$ cat src/rtl/magnetron_sr_bank_pkg.sv
// Shared types and constants for the magnetron SR latch bank.
// State encoding puts q in bit 1 and hold in bit 0, so both outputs come straight from the state flops.
package magnetron_pkg;

  localparam int PRIO_RESET  = 0;
  localparam int PRIO_SET    = 1;
  localparam int PRIO_TOGGLE = 2;

  typedef enum logic [1:0] {
    OFF_FREE = 2'b00,
    ON_HOLD  = 2'b11,
    ON_FREE  = 2'b10,
    OFF_HOLD = 2'b01
  } ch_state_e;

  function automatic int cnt_width(input int a, input int b);
    int m;
    m = (a > b) ? a : b;
    return (m < 1) ? 1 : $clog2(m + 1);
  endfunction

endpackage

$ cat src/rtl/magnetron_sr_bank_if.sv
// Request/status bundle between the oven controller and the latch bank.
interface magnetron_sr_bank_if #(
  parameter int CHANNELS = 4
);

  logic [CHANNELS-1:0] set;
  logic [CHANNELS-1:0] reset;
  logic                force_off;
  logic [CHANNELS-1:0] q;
  logic [CHANNELS-1:0] hold;
  logic [CHANNELS-1:0] pending;

  modport master (output set, reset, force_off, input q, hold, pending);
  modport slave  (input set, reset, force_off, output q, hold, pending);

endinterface

$ cat src/rtl/magnetron_sr_bank_channel.sv
// One latch channel: priority resolution, min on/off hold counter and a one-deep pending request.
module sr_hold_channel
  import magnetron_pkg::*;
#(
  parameter int PRIORITY = PRIO_RESET,
  parameter int MIN_ON   = 3,
  parameter int MIN_OFF  = 2,
  parameter int CW       = 2
) (
  input  logic clk,
  input  logic rst,
  input  logic set,
  input  logic reset,
  input  logic force_off,
  output logic q,
  output logic hold,
  output logic pending
);

  ch_state_e      state_q, state_d;
  logic [CW-1:0]  cnt_q, cnt_d;
  logic           pend_q, pend_d;
  logic           q_cur, q_nx, req_vld, req_val, do_flip;
  logic [CW-1:0]  cnt_dec;

  assign q_cur = state_q[1];

  always_comb begin
    req_vld = set | reset;
    if (set && reset) begin
      if (PRIORITY == PRIO_SET)         req_val = 1'b1;
      else if (PRIORITY == PRIO_TOGGLE) req_val = ~q_cur;
      else                              req_val = 1'b0;
    end else begin
      req_val = set;
    end

    cnt_dec = (cnt_q == '0) ? '0 : cnt_q - CW'(1);
    q_nx    = q_cur;
    cnt_d   = cnt_dec;
    pend_d  = pend_q;
    do_flip = 1'b0;

    if (force_off) begin
      // Channels already off keep counting down rather than restarting their off-hold.
      q_nx   = 1'b0;
      pend_d = 1'b0;
      if (q_cur) cnt_d = CW'(MIN_OFF);
    end else if (cnt_q != '0) begin
      if (req_vld) pend_d = (req_val != q_cur);
    end else begin
      // A fresh request at the expiry edge overrides whatever was buffered.
      do_flip = req_vld ? (req_val != q_cur) : pend_q;
      pend_d  = 1'b0;
      if (do_flip) begin
        q_nx  = ~q_cur;
        cnt_d = q_cur ? CW'(MIN_OFF) : CW'(MIN_ON);
      end
    end

    state_d = ch_state_e'({q_nx, cnt_d != '0});
  end

  always_ff @(posedge clk or posedge rst) begin
    if (rst) begin
      state_q <= OFF_FREE;
      cnt_q   <= '0;
      pend_q  <= 1'b0;
    end else begin
      state_q <= state_d;
      cnt_q   <= cnt_d;
      pend_q  <= pend_d;
    end
  end

  assign q       = state_q[1];
  assign hold    = state_q[0];
  assign pending = pend_q;

endmodule

$ cat src/rtl/magnetron_sr_bank.sv
// Bank of independent hold-protected SR latches driving the magnetron and its auxiliaries.
// force_off is the only signal shared between channels.
module magnetron_sr_bank
  import magnetron_pkg::*;
#(
  parameter int CHANNELS = 4,
  parameter int PRIORITY = PRIO_RESET,
  parameter int MIN_ON   = 3,
  parameter int MIN_OFF  = 2
) (
  input logic               clk,
  input logic               rst,
  magnetron_sr_bank_if.slave bus
);

  localparam int CW = cnt_width(MIN_ON, MIN_OFF);

  logic [CHANNELS-1:0] q_w, hold_w, pend_w;

  for (genvar i = 0; i < CHANNELS; i++) begin : g_ch
    sr_hold_channel #(
      .PRIORITY (PRIORITY),
      .MIN_ON   (MIN_ON),
      .MIN_OFF  (MIN_OFF),
      .CW       (CW)
    ) u_ch (
      .clk       (clk),
      .rst       (rst),
      .set       (bus.set[i]),
      .reset     (bus.reset[i]),
      .force_off (bus.force_off),
      .q         (q_w[i]),
      .hold      (hold_w[i]),
      .pending   (pend_w[i])
    );
  end

  assign bus.q       = q_w;
  assign bus.hold    = hold_w;
  assign bus.pending = pend_w;

endmodule

$ cat src/flat_wrapper.sv
// flat-port wrapper written by rule: the top's interface ports become plain ports
module magnetron_sr_bank_flat import magnetron_pkg::*;
#(
  parameter int CHANNELS = 4,
  parameter int PRIORITY = PRIO_RESET,
  parameter int MIN_ON   = 3,
  parameter int MIN_OFF  = 2
)
  (clk, rst, bus_set, bus_reset, bus_force_off, bus_q, bus_hold, bus_pending);
  magnetron_sr_bank_if #(.CHANNELS(CHANNELS)) bus_i ();
  input logic clk;
  input logic rst;
  input wire logic [$bits(bus_i.set)-1:0] bus_set;
  input wire logic [$bits(bus_i.reset)-1:0] bus_reset;
  input wire logic [$bits(bus_i.force_off)-1:0] bus_force_off;
  output wire logic [$bits(bus_i.q)-1:0] bus_q;
  output wire logic [$bits(bus_i.hold)-1:0] bus_hold;
  output wire logic [$bits(bus_i.pending)-1:0] bus_pending;
  assign bus_i.set = bus_set;
  assign bus_i.reset = bus_reset;
  assign bus_i.force_off = bus_force_off;
  assign bus_q = bus_i.q;
  assign bus_hold = bus_i.hold;
  assign bus_pending = bus_i.pending;
  magnetron_sr_bank #(.CHANNELS(CHANNELS), .PRIORITY(PRIORITY), .MIN_ON(MIN_ON), .MIN_OFF(MIN_OFF)) u_core (.clk(clk), .rst(rst), .bus(bus_i));
endmodule
$ cat config.mk
export PLATFORM = sky130hd
export DESIGN_NAME = magnetron_sr_bank_flat
export DESIGN_NICKNAME = d
export VERILOG_FILES = /design/src/rtl/magnetron_sr_bank_pkg.sv /design/src/rtl/magnetron_sr_bank_if.sv /design/src/rtl/magnetron_sr_bank_channel.sv /design/src/rtl/magnetron_sr_bank.sv /design/src/flat_wrapper.sv
export SDC_FILE = /design/constraint.sdc
export NUM_CORES = 1
export LEC_CHECK = 0
export CAP_MARGIN = 5
export CORE_ASPECT_RATIO = 0.7
export CORE_MARGIN = 1.5
export CORE_UTILIZATION = 54
export DETAILED_ROUTE_END_ITERATION = 7
export MAX_ROUTING_LAYER = met4
export PLACE_DENSITY = 0.83
export SLEW_MARGIN = 40
export SYNTH_ARGS = -nofsm -noshare
export SYNTH_HDL_FRONTEND = slang
export SYNTH_SLANG_ARGS = --single-unit
$ cat constraint.sdc
create_clock -name clk -period 2.62 [get_ports clk]
set_input_delay 0.655 -clock clk [delete_from_list [all_inputs] [get_ports clk]]
set_output_delay 0.655 -clock clk [all_outputs]
set_load 0.01 [all_outputs]
; ---- Yosys cells after proc, flatten, opt, wreduce, memory -nomap -nowiden
; Index checks and enable logic that the tools add are counted.
[totals]
reg_bits = 20
latchBits = 0
ram_bits = 0
mem_bits_ro = 0
input_bits = 11
out_inout_bits = 12
elab_cells = 112
n_memories = 0
[op_classes]
n_addsub = 4
multipliers = 0
n_div = 0
n_lt_le_gt_ge = 0
eq_ne = 8
shifts = 0
muxes = 52
n_bitwise = 8
n_reduce_logical = 24
[op_table]
columns = op, count
row1 = $mux 2, 20
row2 = $mux 1, 32
row3 = $reduce_bool 2->1, 12
row4 = $logic_not 2->1, 4
row5 = $ne 2x2->1 const B, 4
row6 = $reduce_and 2->1, 4
row7 = $sub 2x1->2 const B, 4
row8 = $logic_and 1x1->1, 4
row9 = $ne 1x1->1, 4
row10 = $not 1->1, 4
row11 = $or 1x1->1, 4

; ---- Logic depth before layout (Yosys ltp)
; Gate-level depths: netlist of the first run.
[logic_depth]
word_depth = 8
depth_mapped = 4

; ---- Hierarchy
; A second synthesis of the first run with hierarchy kept.
[hier_totals]
cells_unflattened = 112
area_unflattened_um2 = 1141.1
[by_module_without_submodules]
columns = mod, n_inst, cells_per_inst, area_per_inst_um2, seq_area_each_um2
row1 = sr_hold_channel, 4, 28, 285.3, 125.1

; ---- Worst setup path after synthesis of the first run
; No wires, ideal clock.
[synth_timing]
path_type = in2reg
start = input bus_reset[1]
end = register u_core.g_ch[1].u_ch.cnt_q[1]
setup_time_ns = 0.104
arrival_time_ns = 1.375
t_required_ns = 2.516
setup_slack_ns = 1.141
stages = 3
path_buffers = 0
cell_sequence = o21bai_1 > or4_1 > o311ai_1
[synth_via]
elab_chain_len = 7
[synth_rtl]
columns = item, line
row1 = "start, declared", flat_wrapper.sv:14  ; input wire logic [$bits(bus_i.reset)-1:0] bus_reset;
row2 = $logic_and 1x1->1, magnetron_sr_bank_channel.sv:30  ; if (set && reset) begin
row3 = $mux 1, magnetron_sr_bank_channel.sv:30
row4 = $ne 1x1->1, magnetron_sr_bank_channel.sv:53  ; do_flip = req_vld ? (req_val != q_cur) : pend_q;
row5 = $mux 1 *, magnetron_sr_bank_channel.sv:53
row6 = $mux 2 *, magnetron_sr_bank_channel.sv:55  ; if (do_flip) begin
row7 = $mux 2 *, magnetron_sr_bank_channel.sv:49  ; end else if (cnt_q != '0) begin
row8 = $mux 2 *, magnetron_sr_bank_channel.sv:44  ; if (force_off) begin
row9 = via u_core.g_ch[1].u_ch.cnt_d[1], magnetron_sr_bank_channel.sv:21  ; logic [CW-1:0] cnt_q, cnt_d;
row10 = "end signal, assigned", magnetron_sr_bank_channel.sv:71  ; cnt_q <= cnt_d;
row11 = "end, declared", magnetron_sr_bank_channel.sv:21
; The timed path passes the listed nets; every way through them passes the cells marked *.
; A chain may end at the register's enable or synchronous reset.

; ---- Worst setup path after layout of the first run
[layout_timing]
start = register u_core.g_ch[0].u_ch.state_q[1]
end = output bus_q[0]
[layout_rtl]
columns = item, line
row1 = "start, declared", magnetron_sr_bank_channel.sv:20  ; ch_state_e state_q, state_d;
row2 = "start signal, assigned", magnetron_sr_bank_channel.sv:70  ; state_q <= state_d;
row3 = "end, declared", flat_wrapper.sv:16  ; output wire logic [$bits(bus_i.q)-1:0] bus_q;
; No word-level cell between the ends.

==> results_tabular.tex, run 1 <==
\begin{tabular}{lr}
\hline
Metric & Value \\
\hline
\multicolumn{2}{l}{\textbf{Routing}} \\
Remaining number of nets flagged by the antenna check after routing & 0 \\
Vias per Instance & 6.07 \\
Total number of vias & 965 \\
DRC viols & 1 \\
TritonRoute pass-1 iters & 6 \\
Number of design-rule violations left by the first detailed-router iteration & 56 \\
Avg WL per Cell & approximately 14 um \\
Aggregate routed wire length & 2210 um \\
\multicolumn{2}{l}{\textbf{Synthesis}} \\
Seq cells post-synth & 20 \\
Count of synthesis-stage warnings from yosys & 0 \\
Area share of fa/ha/maj cells after synthesis & 0 \\
Multiplexer share of the synthesized area & 0 \\
Main combinational cell family by area after synthesis & compound AO/OA/AOI/OAI gates \\
Sequential fraction of the synthesis area & 0.437 \\
Average cell area after synthesis & between 9 and 10 um\^{}2 \\
Area fraction in compound gates after synthesis & 0.263 \\
Post-synthesis simple-gate area fraction & 0.173 \\
Number of instances in the synthesized netlist & $\sim$130 \\
Xor/xnor cell area share of the yosys netlist & 0 \\
Post-synthesis cell type count & 32 \\
Synth Cell Area & around 1100 um\^{}2 \\
Total nets after synthesis & about 140 \\
\multicolumn{2}{l}{\textbf{Power and ir drop}} \\
Leakage power summed over all cells & around 0.54 nW \\
IR drop worst, VDD & between 0.4 and 0.5 mV \\
Cell Pwr Density & about 900 nW/um\^{}2 \\
\multicolumn{2}{l}{\textbf{Timing}} \\
Count of final hold-check violations & 0 \\
Worst slew margin & 0.545 \\
Setup repair after global routing missed its margin & no \\
Setup TNS & 0 ns \\
Share of the clock period used by the worst path & 0.799 \\
Worst hold slack after final layout & between 0.5 and 0.6 ns \\
Slew Limit Fails & 0 \\
Fmax achieved & between 0.4 and 0.5 GHz \\
Largest clock skew in the final design & between 0.005 and 0.006 ns \\
Least-Margin Pin Slew & slightly below 0.7 ns \\
Number of failing setup endpoints in the final timing report & 0 \\
Minimum clock period & about 2.1 ns \\
\multicolumn{2}{l}{\textbf{Setup path}} \\
Startpoint of the most critical register-to-register path & u\_core.g\_ch[1].u\_ch.cnt\_q[1] \\
Largest incremental delay on the critical path & $\sim$0.60 ns \\
Cell-by-cell listing of the critical path & clkdlybuf4s50\_1 \\
Type of element capturing the critical path & output pin \\
Reg2Reg Setup Slack & 1.31 ns \\
Start-to-end type of the worst setup path & flop to output pin \\
Critical path fanouts, max & 10 \\
Worst reg-to-reg path cell count & 3 \\
Critical path arrival & $\sim$1.4 ns \\
Capture instance of the worst register-to-register path & u\_core.g\_ch[1].u\_ch.cnt\_q[1] \\
Total buffers and inverters traversed by the critical path & 1 \\
Slowest CP cell & clkdlybuf4s50\_1 \\
Gate family responsible for the most delay along the worst path & buffers and inverters \\
Required @ worst endpoint & $\sim$2.0 ns \\
Sort of element at the start of the critical path & flop \\
\multicolumn{2}{l}{\textbf{Die}} \\
Width of the die & about 58 um \\
Vertical die dimension & between 40 and 50 um \\
IO Pins & 23 \\
Cell Rows & 13 \\
Die area & $\sim$2400 um\^{}2 \\
Starting Density & 0.596 \\
Placeable core region & between 1500 and 2000 um\^{}2 \\
\multicolumn{2}{l}{\textbf{Cells and area}} \\
Count of filler cells inserted in the layout & between 150 and 200 \\
Sequential cell area & 500 um\^{}2 \\
Number of antenna cells inserted & 0 \\
Layout Area Growth over Synthesis & 16.1\% \\
Final standard cell utilization of the core & 0.692 \\
Cell area after layout & about 1300 um\^{}2 \\
Combined area of the multi-input logic cells & 499 um\^{}2 \\
Layout cells sized above 1 & 0.0584 \\
Layout Nets & $\sim$150 \\
\multicolumn{2}{l}{\textbf{Run status}} \\
Violations in the final reports & design-rule violations \\
Run status & finished, violations left \\
\multicolumn{2}{l}{\textbf{Global routing}} \\
Initial antenna violation count & 0 \\
Maximum number of pins on one net before global-route repair & 21 \\
Gr ovfl total & 0 \\
Via count of the first global-routing pass & just under 900 \\
Gr usage total & 0.214 \\
Global-route wire length before repair & 3860 um \\
\multicolumn{2}{l}{\textbf{Placed design}} \\
Hpwl dp & between 1500 and 2000 um \\
Area of placed instances & $\sim$1300 um\^{}2 \\
Total of buffers placed on input and output ports & 22 \\
Global placer's final weighted congestion & 0.896 \\
\multicolumn{2}{l}{\textbf{Clocking}} \\
Post-CTS setup-driven buffer insertion count & 0 \\
Clock transition at the registers of the reported paths & 0.11 ns \\
Number of levels in the clock H-tree & 1 \\
Number of gates resized after CTS & 0 \\
Worst-skew pair later-pin latency & 0.30 ns \\
Buffer type at the clock tree root & clkbuf\_4 \\
Clock tree from TritonCTS & done \\
CTS Buffer Depth & 2 \\
\# hold bufs at CTS & 0 \\
CTS sink cnt & 20 \\
Inserted Clock Buffers & 3 \\
\multicolumn{2}{l}{\textbf{Worst hold path}} \\
Sink of the worst hold path & u\_core.g\_ch[3].u\_ch.cnt\_q[0] \\
Hold Crit Depth & 1 \\
Path category of the worst min-delay check & flop to flop \\
Critical hold path startpoint & u\_core.g\_ch[3].u\_ch.cnt\_q[0] \\
\multicolumn{2}{l}{\textbf{Run}} \\
MaxCap Viol Count & 0 \\
\hline
\end{tabular}
==> worst max path at each step <==
stage                     depth (start not counted)                           start                            to  slack, ns
final                                             1  u_core.g_ch[0].u_ch.state_q[1]                      bus_q[0]       0.53
after global routing                              1  u_core.g_ch[0].u_ch.state_q[1]                      bus_q[0]       0.44
after CTS                                         1  u_core.g_ch[0].u_ch.state_q[1]                      bus_q[0]       0.54
after detailed placement                          4                   bus_force_off  u_core.g_ch[2].u_ch.cnt_q[1]       0.48
after global placement                            4                   bus_force_off  u_core.g_ch[2].u_ch.cnt_q[1]       0.56
after floorplan                                   3                    bus_reset[1]  u_core.g_ch[1].u_ch.cnt_q[1]       1.14
==> cells in the mapped netlist <==
| library cell | n | area (um^2) |
|---|---|---|
| or4_1 | 2 | 15.0 |
| a21oi_1 | 8 | 40.0 |
| a21o_1 | 2 | 15.0 |
| nor2_1 | 10 | 37.5 |
| nand2_1 | 7 | 26.3 |
| buf_4 | 12 | 90.1 |
| or2b_1 | 1 | 7.51 |
| and2_1 | 1 | 6.26 |
| a22oi_1 | 4 | 30.0 |
| or2_4 | 1 | 8.76 |
| o31ai_1 | 2 | 15.0 |
| nor2b_1 | 4 | 25.0 |
| dfrtp_1 | 20 | 500 |
| buf_2 | 2 | 10.0 |
| and4b_1 | 1 | 10.0 |
| o21ai_1 | 1 | 5.00 |
| nor3b_1 | 2 | 15.0 |
| a211o_1 | 1 | 8.76 |
| or2_2 | 1 | 6.26 |
| o21a_1 | 1 | 7.51 |
| o211ai_1 | 4 | 30.0 |
| a31oi_1 | 2 | 12.5 |
| o311ai_1 | 1 | 8.76 |
| inv_1 | 8 | 30.0 |
| nor3_1 | 3 | 15.0 |
| clkbuf_1 | 4 | 15.0 |
| o311ai_0 | 3 | 26.3 |
| a211oi_1 | 1 | 7.51 |
| or3_1 | 4 | 25.0 |
| a221oi_1 | 6 | 52.6 |
| o21bai_1 | 1 | 7.51 |
| o21ai_0 | 7 | 35.0 |
==> sequential cells by signal (all words and copies together) (netlist names) <==
register                  flops
u_core.g_ch.u_ch.state_q      8
u_core.g_ch.u_ch.pending      4
u_core.g_ch.u_ch.cnt_q        8
==> cells in the final DEF, fill, tap and decap left out, types with 2 or more instances in the layout <==
cell type / count
a21o_1: 2
a21oi_1: 8
a221oi_1: 6
a22oi_1: 4
a31oi_1: 2
buf_4: 2
clkbuf_4: 3
clkdlybuf4s50_1: 22
dfrtp_1: 20
inv_1: 7
nand2_1: 7
nor2_1: 10
nor2b_1: 4
nor3_1: 3
nor3b_1: 2
o211ai_1: 4
o21ai_0: 7
o311ai_0: 3
o31ai_1: 2
or3_1: 4
or4_1: 2
==> stage by stage <==
stage / cells / power [mW] / setup WS [ns]
floorplan: 127 / 0.907 / 1.14
global placement: 155 / 1.01 / 0.557
detailed placement: 155 / 1.04 / 0.477
CTS: 159 / 1.22 / 0.536
global route: 159 / 1.31 / 0.441
finish: 159 / 1.22 / 0.528
==> where the power goes <==
group | total (mW) | switching, mW | internal [mW]
sequential | 0.557 | 0.138 | 0.419
combinational | 0.481 | 0.224 | 0.258
clock | 0.178 | 0.0930 | 0.0848
total | 1.22 | 0.455 | 0.761
==> layer usage <==
layer  routed length [um]  track usage
met5                    0            -
met4                    5       0.0419
met3                   91       0.0654
met2                 1090        0.350
met1                 1020        0.263
==> layout make-up <==
cell class                 count  area share
inverter                       8      0.0226
multi-input combinational     81       0.376
tap                           22      0.0207
clock buffer                   4      0.0273
timing repair buffer          24       0.177
sequential                    20       0.377
==> logic make-up (layout without fill, tap and decap cells) <==
| family | Yosys count | in the layout |
|---|---|---|
| compound gates | 44 | 44 |
| simple gates | 37 | 37 |
| buf+inv | 26 | 36 |
| flops | 20 | 20 |
No activity file was read; power rests on OpenSTA's default activity.
==> run 2: changes to the inputs <==
- CORE_UTILIZATION: 54 -> 50
- PLACE_DENSITY: 0.83 -> 0.78
- clock period: 2.62 -> 2.1 ns (I/O delays scaled with it)
==> run 2 against run 1 <==
  * The flow now finishes without violations
  * Setup slack worse by 0.38 ns
  * Total power is 24% higher
  * Cell count is 6.9% higher
  * Global-route usage is 1.9 points lower
  * Flip-flop and latch count stayed put
  * Largest cell class unchanged
  * Utilization is 6.6 points lower
  * Worst hold slack worse by 0.0067 ns
==> results_tabular.tex, run 2 (same netlist as run 1, synthesis figures left out) <==
\begin{tabular}{lr}
\hline
Metric & Value \\
\hline
\multicolumn{2}{l}{\textbf{Run status}} \\
Run status & finished clean \\
\multicolumn{2}{l}{\textbf{Setup path}} \\
Critical path arrival & $\sim$1.4 ns \\
Required @ worst endpoint & between 1.5 and 2 ns \\
Largest incremental delay on the critical path & 0.60 ns \\
Reg2Reg Setup Slack & between 0.7 and 0.8 ns \\
Type of element capturing the critical path & output pin \\
Total buffers and inverters traversed by the critical path & 1 \\
Slowest CP cell & clkdlybuf4s50\_1 \\
Sort of element at the start of the critical path & flop \\
Cell-by-cell listing of the critical path & clkdlybuf4s50\_1 \\
Start-to-end type of the worst setup path & flop to output pin \\
Critical path fanouts, max & 10 \\
Gate family responsible for the most delay along the worst path & buffers and inverters \\
\multicolumn{2}{l}{\textbf{Die}} \\
Width of the die & roughly 60 um \\
Die area & roughly 2600 um\^{}2 \\
Vertical die dimension & $\sim$43 um \\
Placeable core region & about 2200 um\^{}2 \\
Cell Rows & 14 \\
IO Pins & 23 \\
Starting Density & 0.531 \\
\multicolumn{2}{l}{\textbf{Run}} \\
MaxCap Viol Count & 0 \\
\multicolumn{2}{l}{\textbf{Routing}} \\
Remaining number of nets flagged by the antenna check after routing & 0 \\
Met3 Wirelength & $\sim$110 um \\
Highest layer used for signal routing & met4 \\
TritonRoute pass-1 iters & 4 \\
Detailed-route wire length on metal 1 & roughly 1000 um \\
DRC viols & 0 \\
Met2 routed wirelength & 1050 um \\
Total number of vias & around 940 \\
Aggregate routed wire length & between 2000 and 2500 um \\
Number of design-rule violations left by the first detailed-router iteration & 39 \\
Avg WL per Cell & 12.8 um \\
Vias per Instance & around 5.5 \\
\multicolumn{2}{l}{\textbf{Timing}} \\
Worst slew margin & 0.765 \\
Largest clock skew in the final design & 0.00295 ns \\
Setup repair after global routing missed its margin & no \\
Share of the clock period used by the worst path & 0.931 \\
Fmax achieved & about 0.5 GHz \\
Minimum clock period & around 2.0 ns \\
Slew Limit Fails & 0 \\
Count of final hold-check violations & 0 \\
Least-Margin Pin Slew & between 0.3 and 0.4 ns \\
Setup TNS & 0 ns \\
Number of failing setup endpoints in the final timing report & 0 \\
\multicolumn{2}{l}{\textbf{Power and ir drop}} \\
Combinational share of power & 0.391 \\
Sequential group share of total power & 0.458 \\
Cell Pwr Density & between 1000 and 1500 nW/um\^{}2 \\
Clk pwr share & 0.151 \\
Switching pwr & around 560 uW \\
IR drop worst, VDD & about 0.66 mV \\
Switching part of the total power & 0.370 \\
Leakage power summed over all cells & 0.553 nW \\
Cell Int Power & about 950 uW \\
\multicolumn{2}{l}{\textbf{Placed design}} \\
Total of buffers placed on input and output ports & 22 \\
Hpwl dp & between 1500 and 2000 um \\
Global placer's final weighted congestion & 0.772 \\
\multicolumn{2}{l}{\textbf{Clocking}} \\
Buffer type at the clock tree root & clkbuf\_4 \\
Inserted Clock Buffers & 3 \\
Number of gates resized after CTS & 0 \\
Worst-skew pair later-pin latency & between 0.3 and 0.4 ns \\
Clock tree from TritonCTS & done \\
Clock transition at the registers of the reported paths & 0.11 ns \\
Post-CTS setup-driven buffer insertion count & 0 \\
CTS Buffer Depth & 2 \\
CTS sink cnt & 20 \\
Number of levels in the clock H-tree & 1 \\
\# hold bufs at CTS & 0 \\
\multicolumn{2}{l}{\textbf{Global routing}} \\
Gr usage total & 0.195 \\
Gr ovfl total & 0 \\
Via count of the first global-routing pass & just over 800 \\
Initial antenna violation count & 0 \\
Maximum number of pins on one net before global-route repair & 21 \\
Global-route wire length before repair & roughly 3700 um \\
\multicolumn{2}{l}{\textbf{Cells and area}} \\
Most common cell after layout, fill and taps aside & clkdlybuf4s50\_1 \\
Number of antenna cells inserted & 0 \\
Final standard cell utilization of the core & 0.626 \\
Commonest cells after routing, fill and taps aside & 22 x clkdlybuf4s50\_1, 20 x dfrtp\_1, 10 x nor2\_1 \\
Layout cells sized above 1 & 0.0652 \\
Layout Area Growth over Synthesis & 17.8\% \\
Layout Nets & 150 \\
\multicolumn{2}{l}{\textbf{Worst hold path}} \\
Path category of the worst min-delay check & primary input to asynchronous set/reset pin \\
\hline
\end{tabular}
-- run 2: worst paths after layout --
path,from,cells past startpoint,endpoint
worst min register to register,u_core.g_ch[0].u_ch.cnt_q[0],1,u_core.g_ch[0].u_ch.cnt_q[0]
min in group clk,u_core.g_ch[0].u_ch.cnt_q[0],1,u_core.g_ch[0].u_ch.cnt_q[0]
worst min-delay path,rst,3,u_core.g_ch[2].u_ch.cnt_q[1]
max in group asynchronous,rst,3,u_core.g_ch[3].u_ch.state_q[1]
worst max register to register,u_core.g_ch[1].u_ch.cnt_q[1],3,u_core.g_ch[1].u_ch.cnt_q[1]
worst max-delay path,u_core.g_ch[0].u_ch.state_q[1],1,bus_q[0]
-- run 2: area by class of cell --
class                      count  area [um^2]
clock buffer                   4         36.3
fill                         202          806
inverter                       8         30.0
multi-input combinational     81          499
sequential                    20          500
tap                           32         40.0
timing repair buffer          25          243
-- run 2: worst min-delay path: stages --
cell	delay, ns
clkdlybuf4s50_1	0.40
inv_1	0.05
buf_4	0.26
-- run 2: metrics by stage --
| stage | area, um^2 | cells | power [mW] | setup WS, ns | hold slack [ns] |
|---|---|---|---|---|---|
| 3_3_place_gp | 1310 | 166 | 1.26 | 0.270 | 0.518 |
| 5_1_grt | 1350 | 170 | 1.63 | 0.0871 | 0.548 |
| 3_5_place_dp | 1310 | 166 | 1.29 | 0.185 | 0.526 |
| 6_report | 1350 | 170 | 1.51 | 0.144 | 0.536 |
| 4_1_cts | 1350 | 170 | 1.52 | 0.145 | 0.540 |
| 2_1_floorplan | 1140 | 127 | 1.13 | 0.751 | 0.486 |
-- run 2: power by group through the flow --
stage | clock network [mW] | registers (mW) | logic [mW]
2_1_floorplan | 0 | 0.631 | 0.500
3_3_place_gp | 0 | 0.685 | 0.570
3_5_place_dp | 0 | 0.697 | 0.593
4_1_cts | 0.237 | 0.689 | 0.593
5_1_grt | 0.252 | 0.716 | 0.661
6_report | 0.228 | 0.691 | 0.590
-- run 2: layer usage --
metal	vias up	track usage
met5	-	-
met3	3	0.0640
li1	472	-
met1	444	0.251
met2	23	0.296
met4	0	0.0489
